[config.mk]
export PLATFORM = sky130hd
export DESIGN_NAME = mmio_console
export DESIGN_NICKNAME = d
export VERILOG_FILES = /design/src/rtl/mmio_console.sv
export SDC_FILE = /design/constraint.sdc
export NUM_CORES = 1
export LEC_CHECK = 0
export ABC_CLOCK_PERIOD_IN_PS = 5500
export BUFFER_PORTS_ARGS = -buffer_cell sky130_fd_sc_hd__buf_2
export CORE_MARGIN = 10
export CORE_UTILIZATION = 61
export CTS_CLUSTER_DIAMETER = 50
export CTS_CLUSTER_SIZE = 25
export DETAILED_ROUTE_END_ITERATION = 8
export PLACE_DENSITY = 0.85
export SKIP_CTS_REPAIR_TIMING = 1
export SLEW_MARGIN = 40
export SYNTH_ARGS = -nofsm -noshare
export SYNTH_HDL_FRONTEND = slang
export SYNTH_SLANG_ARGS = --single-unit
[constraint.sdc]
create_clock -name clk_i -period 5.5 [get_ports clk_i]
set_clock_uncertainty 0.15 [all_clocks]
set_input_delay 0.55 -clock clk_i [delete_from_list [all_inputs] [get_ports clk_i]]
set_output_delay 0.55 -clock clk_i [all_outputs]
set_load 0.02 [all_outputs]
[src/rtl/mmio_console.sv]
// Memory-mapped console: TXDATA bytes queue in a FIFO and are serialised 8N1 on tx_o.
// Register window of four words at BASE_ADDR; reads return one cycle after the address.
module mmio_console #(
  parameter logic [31:0] BASE_ADDR   = 32'h8000_0000,
  parameter int unsigned FIFO_DEPTH  = 8,
  parameter logic [15:0] DEFAULT_DIV = 16'd3
) (
  input  logic        clk_i,
  input  logic        rst_i,
  input  logic [31:0] addr_i,
  input  logic        wen_i,
  input  logic [31:0] data_in_i,
  output logic [31:0] data_out_o,
  output logic        hit_o,
  output logic        tx_o
);

  localparam int unsigned AW = $clog2(FIFO_DEPTH);
  localparam int unsigned LW = AW + 1;

  typedef enum logic [1:0] {StIdle, StStart, StData, StStop} state_e;

  // Bus decode
  logic       hit;
  logic [1:0] offset;
  logic       bus_wr;
  logic       push_req;
  logic       ovf_clr;

  assign hit      = (addr_i[31:4] == BASE_ADDR[31:4]);
  assign offset   = addr_i[3:2];
  assign bus_wr   = wen_i && hit;
  assign push_req = bus_wr && (offset == 2'd0);
  assign ovf_clr  = bus_wr && (offset == 2'd1) && data_in_i[3];

  // Bits the register map never looks at
  logic unused_bits;
  assign unused_bits = ^{addr_i[1:0], data_in_i[31:16]};

  // Control registers
  logic        tx_en_q;
  logic [15:0] baud_q;
  logic        ovf_q;

  // FIFO
  logic [7:0]    fifo_mem [FIFO_DEPTH];
  logic [AW-1:0] wr_ptr_q, rd_ptr_q;
  logic [LW-1:0] level_q;
  logic          full, empty, push, pop;

  assign full  = (level_q == LW'(FIFO_DEPTH));
  assign empty = (level_q == '0);
  // Fullness is judged before any same-cycle pop
  assign push  = push_req && !full;

  // Transmitter
  state_e      state_q, state_d;
  logic [15:0] cnt_q, cnt_d;
  logic [2:0]  idx_q, idx_d;
  logic [7:0]  shift_q, shift_d;
  logic        tx_q, tx_d;
  logic        busy;

  assign busy = (state_q != StIdle);

  // Control register writes; a same-cycle overflow beats a clear
  always_ff @(posedge clk_i or posedge rst_i) begin
    if (rst_i) begin
      tx_en_q <= 1'b0;
      baud_q  <= DEFAULT_DIV;
      ovf_q   <= 1'b0;
    end else begin
      if (bus_wr && offset == 2'd2) baud_q  <= data_in_i[15:0];
      if (bus_wr && offset == 2'd3) tx_en_q <= data_in_i[0];
      if (push_req && full) begin
        ovf_q <= 1'b1;
      end else if (ovf_clr) begin
        ovf_q <= 1'b0;
      end
    end
  end

  // FIFO storage, no reset needed since level gates every read
  always_ff @(posedge clk_i) begin
    if (push) fifo_mem[wr_ptr_q] <= data_in_i[7:0];
  end

  // FIFO pointers and level
  always_ff @(posedge clk_i or posedge rst_i) begin
    if (rst_i) begin
      wr_ptr_q <= '0;
      rd_ptr_q <= '0;
      level_q  <= '0;
    end else begin
      if (push) wr_ptr_q <= wr_ptr_q + AW'(1);
      if (pop)  rd_ptr_q <= rd_ptr_q + AW'(1);
      if (push && !pop) begin
        level_q <= level_q + LW'(1);
      end else if (pop && !push) begin
        level_q <= level_q - LW'(1);
      end
    end
  end

  // Transmit FSM state, bit timer, shifter and registered line
  always_ff @(posedge clk_i or posedge rst_i) begin
    if (rst_i) begin
      state_q <= StIdle;
      cnt_q   <= '0;
      idx_q   <= '0;
      shift_q <= '0;
      tx_q    <= 1'b1;
    end else begin
      state_q <= state_d;
      cnt_q   <= cnt_d;
      idx_q   <= idx_d;
      shift_q <= shift_d;
      tx_q    <= tx_d;
    end
  end

  // Next-state: each bit lasts baud_q+1 clocks, timer reloads at every bit start
  always_comb begin
    state_d = state_q;
    cnt_d   = cnt_q;
    idx_d   = idx_q;
    shift_d = shift_q;
    tx_d    = tx_q;
    pop     = 1'b0;
    unique case (state_q)
      StIdle: begin
        tx_d = 1'b1;
        if (tx_en_q && !empty) begin
          pop     = 1'b1;
          shift_d = fifo_mem[rd_ptr_q];
          cnt_d   = baud_q;
          tx_d    = 1'b0;
          state_d = StStart;
        end
      end
      StStart: begin
        if (cnt_q == '0) begin
          state_d = StData;
          idx_d   = '0;
          cnt_d   = baud_q;
          tx_d    = shift_q[0];
        end else begin
          cnt_d = cnt_q - 16'd1;
        end
      end
      StData: begin
        if (cnt_q == '0) begin
          cnt_d = baud_q;
          if (idx_q == 3'd7) begin
            state_d = StStop;
            tx_d    = 1'b1;
          end else begin
            idx_d   = idx_q + 3'd1;
            shift_d = shift_q >> 1;
            tx_d    = shift_q[1];
          end
        end else begin
          cnt_d = cnt_q - 16'd1;
        end
      end
      StStop: begin
        if (cnt_q == '0) begin
          // Chain straight into the next start bit when more data waits
          if (tx_en_q && !empty) begin
            pop     = 1'b1;
            shift_d = fifo_mem[rd_ptr_q];
            cnt_d   = baud_q;
            tx_d    = 1'b0;
            state_d = StStart;
          end else begin
            tx_d    = 1'b1;
            state_d = StIdle;
          end
        end else begin
          cnt_d = cnt_q - 16'd1;
        end
      end
      default: state_d = StIdle;
    endcase
  end

  // Read mux for the addressed register
  logic [31:0] rdata;
  always_comb begin
    rdata = '0;
    unique case (offset)
      2'd0: rdata = '0;
      2'd1: rdata = {16'h0, 8'(level_q), 4'h0, ovf_q, busy, empty, full};
      2'd2: rdata = {16'h0, baud_q};
      2'd3: rdata = {31'h0, tx_en_q};
      default: rdata = '0;
    endcase
  end

  // Registered read data and hit, matching data-memory latency
  logic [31:0] data_out_q;
  logic        hit_q;
  always_ff @(posedge clk_i or posedge rst_i) begin
    if (rst_i) begin
      data_out_q <= '0;
      hit_q      <= 1'b0;
    end else begin
      data_out_q <= (hit && !wen_i) ? rdata : 32'h0;
      hit_q      <= hit;
    end
  end

  assign data_out_o = data_out_q;
  assign hit_o      = hit_q;
  assign tx_o       = tx_q;

endmodule
# --- Word-level counts from Yosys, hierarchy flattened ---
# Memories as Yosys holds them, arrays and structs flattened.
# Index checks and enable logic that the tools add are counted.
word_totals:
  ram_bits: 64
  elab_cells: 103
  latch_bits: 0
  regBits: 91
  mem_bits_ro: 0
  mem_count: 1
  output_inout_bits: 34
  inputBits: 67
op_classes:
  n_mul: 0
  reduce_logical: 31
  muxes: 37
  div_mod_pow: 0
  n_addsub: 6
  order_cmp: 0
  n_bitwise: 0
  eq_ne: 15
  n_shift: 0
memory_table:
  columns: ["name", "words", "width", "rd", "rd_clocked_by_memory_dff", "write_ports", "line", "source"]
  rows:
  - ["fifo_mem", 8, 8, 1, 0, 1, "46", "logic [7:0] fifo_mem [FIFO_DEPTH];"]
ops:
  columns: ["operator", "count"]
  rows:
  - ["$pmux W32 S4", 1]
  - ["$mux W16", 3]
  - ["$pmux W16 S3", 1]
  - ["$mux W32", 1]
  - ["$mux W8", 4]
  - ["$eq A28 B28 Y1 const B", 1]
  - ["$pmux W8 S3", 1]
  - ["$logic_not A16 Y1", 1]
  - ["$sub A16 B1 Y16 const B", 1]
  - ["$logic_and A1 B1 Y1", 12]
  - ["$mux W1", 12]
  - ["$ne A2 B2 Y1 const B", 6]
  - ["$mux W2", 5]
  - ["$add A3 B1 Y3 const B", 3]
  - ["$mux W3", 3]
  - ["$eq A2 B2 Y1 const B", 4]
  - ["$mux W4", 2]
  - ["$pmux W2 S4", 1]
  - ["$reduce_and A4 Y1", 2]
  - ["$reduce_bool A2 Y1", 4]
  - ["$pmux W3 S2", 1]
  - ["$logic_not A1 Y1", 5]
  - ["$reduce_and A5 Y1", 1]
  - ["$add A4 B1 Y4 const B", 1]
  - ["other kinds (11)", 13]

# --- Logic depth before layout (Yosys ltp) ---
# Gate-level depths: netlist of run 1.
depth:
  depth_word: 9
  mapped_depth: 16
  ltp_nobuf: 15

# --- Worst setup path before layout of run 1 ---
# Ideal clock, no wire load.
synth_timing:
  path_type: "reg2reg"
  startpoint: "reg cnt_q[0]"
  endpoint: "reg level_q[3]"
  n_path_buf: 1
  arrival_time_ps: 3182
  period_less_slack_ps: 3455
  stages_incl_launch_ff: 17
  path_slack_ps: 2045
  setup_time_ps: 122
  path_cell_list: "dfrtp_1 -> inv_1 -> ha_1 -> or4b_1 -> nor4_1 -> buf_2 -> a21oi_1 -> nor3_1 -> inv_1 -> ha_1 -> inv_1 -> ha_1 -> a21o_1 -> a21oi_1 -> xnor2_1 -> nor2_1 -> xnor2_1"
synth_between:
  elab_chain_len: 6
  word_cells_on_any_way: 8
synth_lines:
  columns: ["element", "line", "source"]
  rows:
  - ["from (decl)", "58", "logic [15:0] cnt_q, cnt_d;"]
  - ["from (signal assigned)", "115", "cnt_q <= cnt_d;"]
  - ["$logic_not A16 Y1 (*)", "167", "if (cnt_q == '0) begin"]
  - ["$mux W1 (*)", "167", null]
  - ["$pmux W1 S2 (*)", "130", "unique case (state_q)"]
  - ["$logic_not A1 Y1", "97", "if (push && !pop) begin"]
  - ["$logic_and A1 B1 Y1", "97", null]
  - ["$mux W4 / $reduce_bool A2 Y1 (equally long branches)", null, null]
  - ["to (signal assigned)", "98", "level_q <= level_q + LW'(1);"]
  - ["to (signal assigned)", "100", "level_q <= level_q - LW'(1);"]
  - ["to (decl)", "48", "logic [LW-1:0] level_q;"]
# Mark *: on every way between the ends. The rest lies on a longest branch, timed or not.
# A chain may end at the register's enable or synchronous reset.

# --- Worst setup path in the final report of run 1 ---
# Same ends and word-level chain as after synthesis.

==> impl_metrics.yaml, run 1 <==
cells_and_area:
  instances_no_fill: 739
  syn2layout_area_growth_pct: 14.6
  antennaDiodeCount: 0
  fin_util_pct: 72.6
  fillerInstances: 654
  nets: 671
  layout-drive-gt1-share_pct: 27.7
cts:
  cts_buffer_depth: 2
  cts-htree-levels: 4
  clk_pin_slew_worst_paths_ns: 0.06
  cts_tree: "done"
  numClockSinks: 139
  numCtsBuffers: 17
  clk_latency_ns: 0.53
  cts_root_buf: "clkbuf_8"
worst_setup_path:
  endpoint_kind: "register"
  crit_required_ns: 5.76
  critPathLaunchType: "register"
  critPathArrivalTime_ns: 4.26
  worstSetupPathType: "register to register"
  r2r_slack_ns: 1.50
  path_max_fanout: 6
yosys:
  synth.cell_area_um2: 6600
  synth_common_cells: "72 x dfrtp_1, 64 x edfxtp_1, 56 x nand2_1"
  synth_xor_area_share_pct: 1.86
  synth_fa_ha_area_share_pct: 2.77
  ys_seq_elements: 139
  synth_warnings: 0
  synth_top_family_by_area: "multiplexers"
  synth_edf_count: 64
  synth_top_cell_area_share_pct: 29.1
  netlist_instances: 525
  synth_compound_area_share_pct: 10.1
  yosysTopAreaCell: "edfxtp_1"
  synthTopCellsByArea: "edfxtp_1 29%, dfrtp_1 27%, mux4_2 5.5%"
  synthFlopType: "dfrtp_1"
  syn_area_per_cell_um2: 12.6
  synth_cell_types: 63
  synth_simple_gate_area_share_pct: 11.3
  synthMuxAreaShare_pct: 12.1
  async_flop_share_pct: 54.0
  ys_seq_area_share_pct: 57.6
  yosysMostFrequentCell: "dfrtp_1"
global_route:
  grt-ovfl-total: 0
  grt_pass1_vias: 4857
  antenna_found_initial: 0
  grt.total_usage_pct: 21.0
  grt_start_max_net_pins: 76
  grt_pass1_wl_um: 24800
floorplan:
  initial_core_util_pct: 63.4
  fp-row-count: 37
  die-area_um2: 15400
  design.core.area_um2: 10400
  die_x_um: 124
  pin_count: 101
  die_h_um: 124
sta:
  worstMarginPinSlew_ns: 0.818
  post-route-period-util_pct: 72.7
  min_period_ns: 4.00
  final.setup.tns_ns: 0
  slew_violations: 0
  fmax_ghz: 0.250
  setup-violations-final: 0
  slew_headroom_pct: 45.3
  rsz0062_at_grt: "false"
  hold_viol: 0
route:
  drt-vias-per-instance: 6.34
  firstDrtPassIters: 5
  route.met2.wl_um: 7620
  vias: 4684
  remaining_drc_errors: 0
  wl_met3_um: 1470
  wirelength_um: 15500
  dr.max_layer_used: "met4"
  wl_per_cell_um: 21.0
  drtAntennaViolNets: 0
  met1_length_um: 5990
  drtIter0Drc: 436
pwr:
  p_leak_nw: 3.19
  total_power_w: 0.00223
  ir_drop_mv: 0.199
  p_per_area_nw_per_um2: 295
placed_design:
  dp_hpwl_um: 10100
  place.gp.congestion: 0.881
  dpl.cell_count: 707
  io_buffers: 66
run_status:
  outcome: "finished clean"
flow_run:
  max_cap_viol_count: 0
min_path:
  hold_path.class: "input pin to asynchronous set/reset pin"
==> worst max-delay path, cell delays in order (launching register included) <==
cell and delay (ns):
dfrtp_1 0.43, inv_1 0.14, ha_1 0.31, or4b_1 0.51, nor4_1 0.27, a21oi_1 0.18, nor3_1 0.46, inv_1 0.13
ha_1 0.24, inv_1 0.12, ha_1 0.24, a21o_1 0.17, a21oi_1 0.17, xnor2_1 0.14, nor2_1 0.08, xnor2_1 0.12
==> worst paths after layout <==
kind	start	end	cells after the start
setup / recovery	cnt_q[0]$_DFF_PP0_	level_q[3]$_DFFE_PP0P_	15
hold / removal	rst_i	idx_q[2]$_DFFE_PP0P_	3
setup reg to reg	cnt_q[0]$_DFF_PP0_	level_q[3]$_DFFE_PP0P_	15
hold reg to reg	shift_q[0]$_DFFE_PP0P_	shift_q[0]$_DFFE_PP0P_	1
max in group asynchronous	rst_i	rd_ptr_q[0]$_DFFE_PP0P_	3
min in group clk_i	data_in_i[9]	baud_q[9]$_DFFE_PP0P_	2
==> kinds of logic (layout without fill, tap and decap cells) <==
logic type               after synthesis  after routing
adder cells (fa/ha/maj)               14             14
AND/OR/NAND/NOR                      153            153
buffers and inverters                 56            119
other                                  1             16
AO/OA/AOI/OAI                         92             92
XOR/XNOR                              14             14
multiplexers                          56             56
flip-flops                           139            139
==> metrics by stage <==
step                hold WS [ns]  worst slack, ns  area [um2]
floorplan                  0.327             2.05        6660
global placement           0.342             1.72        6980
detailed placement         0.354             1.64        7000
CTS                       0.0672             1.53        7560
global route              0.0960             1.22        7570
finish                    0.0371             1.50        7570
==> layout make-up <==
class,count,area [um2],share of cell area [%]
well taps,136,170,2.25
clock inverters,14,146,1.93
clock buffers,18,418,5.52
inverters,14,52.6,0.694
multi-input cells,345,2590,34.2
repair buffers,73,387,5.11
flip-flops and latches,139,3800,50.3
==> report_power, final <==
part | internal (W) | switching [W]
combinational | 0.0000166 | 0.0000418
sequential | 0.00109 | 0.000000268
clock | 0.000646 | 0.000438
==> layout by cell type, fill, tap and decap left out, types with 9 or more instances in the layout <==
master      n
dfrtp_1    71
buf_2      66
edfxtp_1   64
nand2_1    56
mux2_2     31
nor2_1     28
o21ai_0    25
mux4_2     16
conb_1     16
clkbuf_16  16
inv_1      13
nor3_1     13
ha_1       13
nor4_1     12
xnor2_1    10
a22oi_1     9
a21oi_1     9
and2_1      9
mux2i_1     9
==> sequential cells by signal, indices dropped and copies added (netlist names), 3 cells and up <==
| name | count |
|---|---|
| idx_q | 3 |
| fifo_mem | 64 |
| wr_ptr_q | 3 |
| level_q | 4 |
| baud_q | 16 |
| data_out_o | 16 |
| shift_q | 8 |
| cnt_q | 16 |
| rd_ptr_q | 3 |
==> layer usage <==
layer,up-vias,global-route usage (%)
li1,2053,-
met1,2318,25.2
met2,271,34.7
met3,42,6.43
met4,0,8.71
met5,-,0
Power figures use the tool's default switching activity.
==> run 2: changes to the inputs <==
- ABC_AREA: unset -> 1
- ABC_CLOCK_PERIOD_IN_PS: 5500 -> 3200
- CORE_UTILIZATION: 61 -> 52
- PLACE_DENSITY: 0.85 -> 0.76
- clock period: 5.5 -> 3.2 ns (I/O delays scaled with it)
==> run 2 against run 1 <==
The flow now finishes with violations (negative hold slack); total power is 79% higher; die area rose by 26%; critical endpoint unchanged; combinational power rose by 110%; largest power group is now the clock network.
==> impl_metrics.yaml, run 2 <==
run_status:
  outcome: "finished with violations"
  violations: "negative hold slack"
yosys:
  netlist_instances: 896
  ys_seq_area_share_pct: 51.6
  synth_edf_count: 64
  ys_seq_elements: 139
  synth_compound_area_share_pct: 5.02
  yosysTopAreaCell: "edfxtp_1"
  synth_top_family_by_area: "simple AND/OR/NAND/NOR gates"
  synthTopCellsByArea: "edfxtp_1 26%, dfrtp_1 24%, nand2_1 16%"
  syn_area_per_cell_um2: 8.23
  async_flop_share_pct: 54.0
  synth_top_cell_area_share_pct: 26.1
  yosysMostFrequentCell: "nand2_1"
  synth_warnings: 0
  synth_common_cells: "307 x nand2_1, 121 x nand3_1, 75 x inv_1"
  synth.cell_area_um2: 7370
  synth_cell_types: 41
  synthFlopType: "dfrtp_1"
  synthMuxAreaShare_pct: 0
  synth_fa_ha_area_share_pct: 2.48
  synth_xor_area_share_pct: 0.951
  synth_simple_gate_area_share_pct: 31.7
sta:
  slew_headroom_pct: 59.7
  min_period_ns: 2.90
  whs_ns: -0.00937
  setup-violations-final: 0
  post-route-period-util_pct: 90.5
  hold_viol: 2
  slew_violations: 0
  fmax_ghz: 0.345
  rsz0062_at_grt: "false"
  final.setup.tns_ns: 0
  worstMarginPinSlew_ns: 0.602
cts:
  cts_buffer_depth: 2
  clk_latency_ns: 0.43
  cts_tree: "done"
  numClockSinks: 139
  clk_pin_slew_worst_paths_ns: 0.06
  cts_root_buf: "clkbuf_16"
  numCtsBuffers: 17
  cts-htree-levels: 4
global_route:
  grt_pass1_vias: 5837
  antenna_found_initial: 1
  grt_start_max_net_pins: 36
  grt-ovfl-total: 0
  grt_pass1_wl_um: 29100
  grt.total_usage_pct: 18.1
floorplan:
  fp-row-count: 43
  die_h_um: 139
  design.core.area_um2: 13900
  die-area_um2: 19300
  die_x_um: 139
  pin_count: 101
  initial_core_util_pct: 53.1
worst_setup_path:
  worstSetupPathType: "register to register"
  path_max_fanout: 6
  cp_top_family: "simple AND/OR/NAND/NOR gates"
  cpPeakStageDelay_ns: 0.38
  cp_num_buf_inv: 4
  critPathLaunchType: "register"
  crit_required_ns: 3.42
  endpoint_kind: "register"
  crit_path_top_delay_cell: "dfrtp_1"
  worstPathCellList: "inv_1 -> ha_1 -> inv_1 -> nor2_1 -> nand3_1 -> nor3_4 -> nand3_1 -> nand2_1 -> inv_1 -> ha_1 -> inv_1 -> ha_1 -> a21o_1 -> a21oi_1 -> xor2_1 -> nand2_1 -> nand2_1"
  critPathArrivalTime_ns: 3.11
  path_common_cell: "inv_1"
min_path:
  hold_path.class: "input pin to register"
cells_and_area:
  antennaDiodeCount: 0
  top_register: "fifo_mem"
  instances_no_fill: 1172
  final_cell_mix: "307 x nand2_1, 121 x nand3_1, 74 x inv_1"
  nets: 1060
  largest_reg_flops: 64
  finalInstanceArea_um2: 8540
  syn2layout_area_growth_pct: 15.8
  final_common_cell: "nand2_1"
  layout-drive-gt1-share_pct: 15.3
pwr:
  p_per_area_nw_per_um2: 468
  total_power_w: 0.00400
  ir_drop_mv: 0.483
  p_leak_nw: 4.22
route:
  firstDrtPassIters: 5
  drtIter0Drc: 533
  vias: 6235
  remaining_drc_errors: 0
  wirelength_um: 17700
  wl_per_cell_um: 15.1
  drt-vias-per-instance: 5.32
  drtAntennaViolNets: 0
placed_design:
  detailed_place.area_um2: 7870
  dpl.cell_count: 1133
  io_buffers: 66
  dp_hpwl_um: 12100
  place.gp.congestion: 0.895
flow_run:
  max_cap_viol_count: 0
## run 2: cell count changes in the layout (fill, tap and decap cells not counted), moves of 12 or more
cell and change:
inv_1 +61, mux2_2 -31, nand2_1 +251, buf_4 +21
nor2_1 +36, o21ai_0 +17, nor4_1 -12, mux4_2 -16
nand3_1 +117
## run 2: path summary, 6_finish.rpt
path,cells past startpoint,slack (ns),to,startpoint
worst max-delay path,17,0.30,level_q[3]$_DFFE_PP0P_,cnt_q[0]$_DFF_PP0_
worst min-delay path,3,-0.009,baud_q[10]$_DFFE_PP0P_,data_in_i[10]
worst max register to register,17,0.30,level_q[3]$_DFFE_PP0P_,cnt_q[0]$_DFF_PP0_
worst min register to register,2,0.33,shift_q[7]$_DFFE_PP0P_,shift_q[7]$_DFFE_PP0P_
max in group asynchronous,4,1.86,tx_o$_DFFE_PP1P_,rst_i
min in group asynchronous,3,0.30,shift_q[1]$_DFFE_PP0P_,rst_i
## run 2: kinds of logic after synthesis
kind of cell             Yosys count
buffers and inverters            127
AO/OA/AOI/OAI                     68
flip-flops                       139
adder cells (fa/ha/maj)           14
other                              1
XOR/XNOR                           8
AND/OR/NAND/NOR                  539
## run 2: through the flow
| step | utilization [%] | setup slack, ns |
|---|---|---|
| global route | 61.5 | 0.0136 |
| finish | 61.5 | 0.304 |
| global placement | 56.7 | 0.427 |
| CTS | 61.0 | 0.324 |
| floorplan | - | 0.445 |
| detailed placement | 56.7 | 0.381 |
## run 2: power breakdown
group          internal (W)  total [W]  switching (W)
logic             0.0000392   0.000123      0.0000838
clock network       0.00123    0.00200       0.000773
registers           0.00187    0.00187    0.000000311
## run 2: worst reg2reg max path, delay by kind of cell, from the launching register on
family / cells / cell delay [ns]
simple gates: 7 / 0.84
fa+ha+maj: 3 / 0.65
flops: 1 / 0.38
buf+inv: 4 / 0.34
compound gates: 2 / 0.33
xor+xnor: 1 / 0.15
## run 2: area by class of cell
| class | instances | area, um2 |
|---|---|---|
| timing repair buffer | 100 | 603 |
| fill | 1178 | 5350 |
| inverter | 76 | 287 |
| tap | 180 | 225 |
| clock buffer | 19 | 433 |
| multi-input combinational | 645 | 3020 |
| clock inverter | 13 | 165 |
| sequential | 139 | 3800 |
## run 2: metal layers
| metal | global-route usage (%) | vias to the layer above | share of wire (%) | wire length (um) |
|---|---|---|---|---|
| met5 | 0 | - | 0 | 0 |
| met4 | 6.70 | 0 | 1.8 | 312 |
| met3 | 5.82 | 26 | 8.8 | 1550 |
| met2 | 27.9 | 273 | 45 | 8000 |
| met1 | 23.3 | 2887 | 44 | 7790 |
| li1 | - | 3049 | - | - |
==> run 3: changes to the inputs <==
- PLACE_DENSITY: 0.76 -> unset
- PLACE_DENSITY_LB_ADDON: unset -> 0.2
==> run 3 against run 2 <==
Non-clock buffer count fell by 2; die area is the same; count of clock-buffer cells in the layout decreased by 2; the run still ends with negative hold slack left; total power fell by 3.9%; combinational power is essentially flat; hold slack lost 0.023 ns; global-route usage grew 0.52 points; sequential cell count unchanged; setup slack better by 0.025 ns; utilization fell by 0.33 points; sequential share of layout area rose by 0.24 points; via count is 2.3% lower.
==> impl_metrics.yaml, run 3 (synthesis results as in run 2) <==
cts:
  cts-htree-levels: 4
  clk_latency_ns: 0.43
  cts_buffer_depth: 2
  cts_root_buf: "clkbuf_16"
  numClockSinks: 139
  numCtsBuffers: 17
  clk_pin_slew_worst_paths_ns: 0.07
  cts_tree: "done"
floorplan:
  die_x_um: 139
  die_h_um: 139
  initial_core_util_pct: 53.1
  fp-row-count: 43
  die-area_um2: 19300
  design.core.area_um2: 13900
  pin_count: 101
worst_setup_path:
  crit_path_top_delay_cell: "dfrtp_1"
  critPathLaunchType: "register"
  cpPeakStageDelay_ns: 0.38
  reg2regPathDepth: 17
  endpoint_kind: "register"
  worstSetupPathType: "register to register"
  path_common_cell: "inv_1"
  crit_required_ns: 3.42
  critPathArrivalTime_ns: 3.09
  path_max_fanout: 5
  worstPathCellList: "inv_1 -> ha_1 -> inv_1 -> nor2_1 -> nand3_1 -> nor3_4 -> nand3_1 -> nand2_1 -> inv_1 -> ha_1 -> inv_1 -> ha_1 -> a21o_1 -> a21oi_1 -> xor2_1 -> nand2_1 -> nand2_1"
route:
  wl_per_cell_um: 15.4
  drtIter0Drc: 455
  drtAntennaViolNets: 0
  firstDrtPassIters: 5
  vias: 6094
  remaining_drc_errors: 0
  wirelength_um: 18000
  drt-vias-per-instance: 5.21
pwr:
  pwr-share-clk_pct: 48.1
  p_sw_w: 0.000916
  ir_drop_mv: 0.340
  p_comb_share_pct: 3.2
  p_leak_nw: 4.19
  internal_power_w: 0.00293
  p_per_area_nw_per_um2: 453
  power.share.sequential_pct: 48.7
  netSwitchingFraction_pct: 23.8
flow_run:
  max_cap_viol_count: 0
sta:
  rsz0062_at_grt: "false"
  worstMarginPinSlew_ns: 0.641
  slew_violations: 0
  post-route-period-util_pct: 89.7
  setup-violations-final: 0
  fmax_ghz: 0.348
  final.setup.tns_ns: 0
  slew_headroom_pct: 57.2
  min_period_ns: 2.87
  hold_viol: 1
  whs_ns: -0.0325
cells_and_area:
  fillerInstances: 1191
  layout-drive-gt1-share_pct: 15.6
  nets: 1058
  antennaDiodeCount: 0
  fin_util_pct: 61.2
  largest_reg_flops: 64
  final_cell_mix: "307 x nand2_1, 121 x nand3_1, 74 x inv_1"
  final_common_cell: "nand2_1"
  syn2layout_area_growth_pct: 15.2
  top_register: "fifo_mem"
global_route:
  grt-ovfl-total: 0
  grt_pass1_vias: 5856
  antenna_found_initial: 0
  grt.total_usage_pct: 18.6
  grt_pass1_wl_um: 29500
  grt_start_max_net_pins: 46
min_path:
  hold_depth: 3
  hold_path.class: "input pin to register"
placed_design:
  io_buffers: 66
  dp_hpwl_um: 12400
  place.gp.congestion: 0.863
run_status:
  violations: "negative hold slack"
  outcome: "finished with violations"
run 3: changes by cell type in the layout (fill, tap and decap cells not counted), sizes merged:
cell,delta
inv,+5
bufinv,-3
buf,-2
clkbuf,-2
clkinv,-1
clkinvlp,+1
run 3: metrics by stage:
stage	cells	setup WS, ns	cell area [um2]	power, W
finish	1170	0.329	8490	0.00384
global route	1170	0.0873	8490	0.00396
CTS	1163	0.324	8420	0.00386
detailed placement	1131	0.347	7870	0.00202
global placement	1131	0.371	7870	0.00202
floorplan	911	0.445	7430	0.00198
run 3: layout make-up:
cell class              count  area [um2]  share of cell area [%]
clock buffers              17         425                    5.01
clock inverters            15         129                    1.52
multi-input cells         645        3020                    35.6
inverters                  76         287                    3.38
flip-flops and latches    139        3800                    44.8
repair buffers             98         601                    7.07
well taps                 180         225                    2.65
run 3: critical path: cells and delay by family, from the launching register on:
family	cells	cell delay [ns]
compound gates	2	0.32
xor+xnor	1	0.16
fa+ha+maj	3	0.62
buf+inv	4	0.31
flops	1	0.38
simple gates	7	0.86
run 3: power by group through the flow:
stage	registers [W]	clock network [W]	logic [W]
floorplan	0.00191	0	0.0000714
global placement	0.00191	0	0.000116
detailed placement	0.00191	0	0.000117
CTS	0.00187	0.00188	0.000118
global route	0.00187	0.00195	0.000140
finish	0.00187	0.00185	0.000124
run 3: final timing paths:
kind | startpoint | end | slack (ns)
max reg2reg | cnt_q[0]$_DFF_PP0_ | level_q[3]$_DFFE_PP0P_ | 0.33
min | data_in_i[14] | baud_q[14]$_DFFE_PP0P_ | -0.03
min in group asynchronous | rst_i | data_out_o[5]$_DFF_PP0_ | 0.35
max | cnt_q[0]$_DFF_PP0_ | level_q[3]$_DFFE_PP0P_ | 0.33
min reg2reg | shift_q[0]$_DFFE_PP0P_ | shift_q[0]$_DFFE_PP0P_ | 0.33
max in group asynchronous | rst_i | baud_q[0]$_DFFE_PP1P_ | 1.84
run 3: layer usage:
| layer | vias up | global-route usage, % | routed length (um) |
|---|---|---|---|
| li1 | 3045 | - | - |
| met1 | 2818 | 23.7 | 8120 |
| met2 | 210 | 29.2 | 8320 |
| met3 | 21 | 5.14 | 1300 |
| met4 | 0 | 7.74 | 276 |
| met5 | - | 0 | 0 |
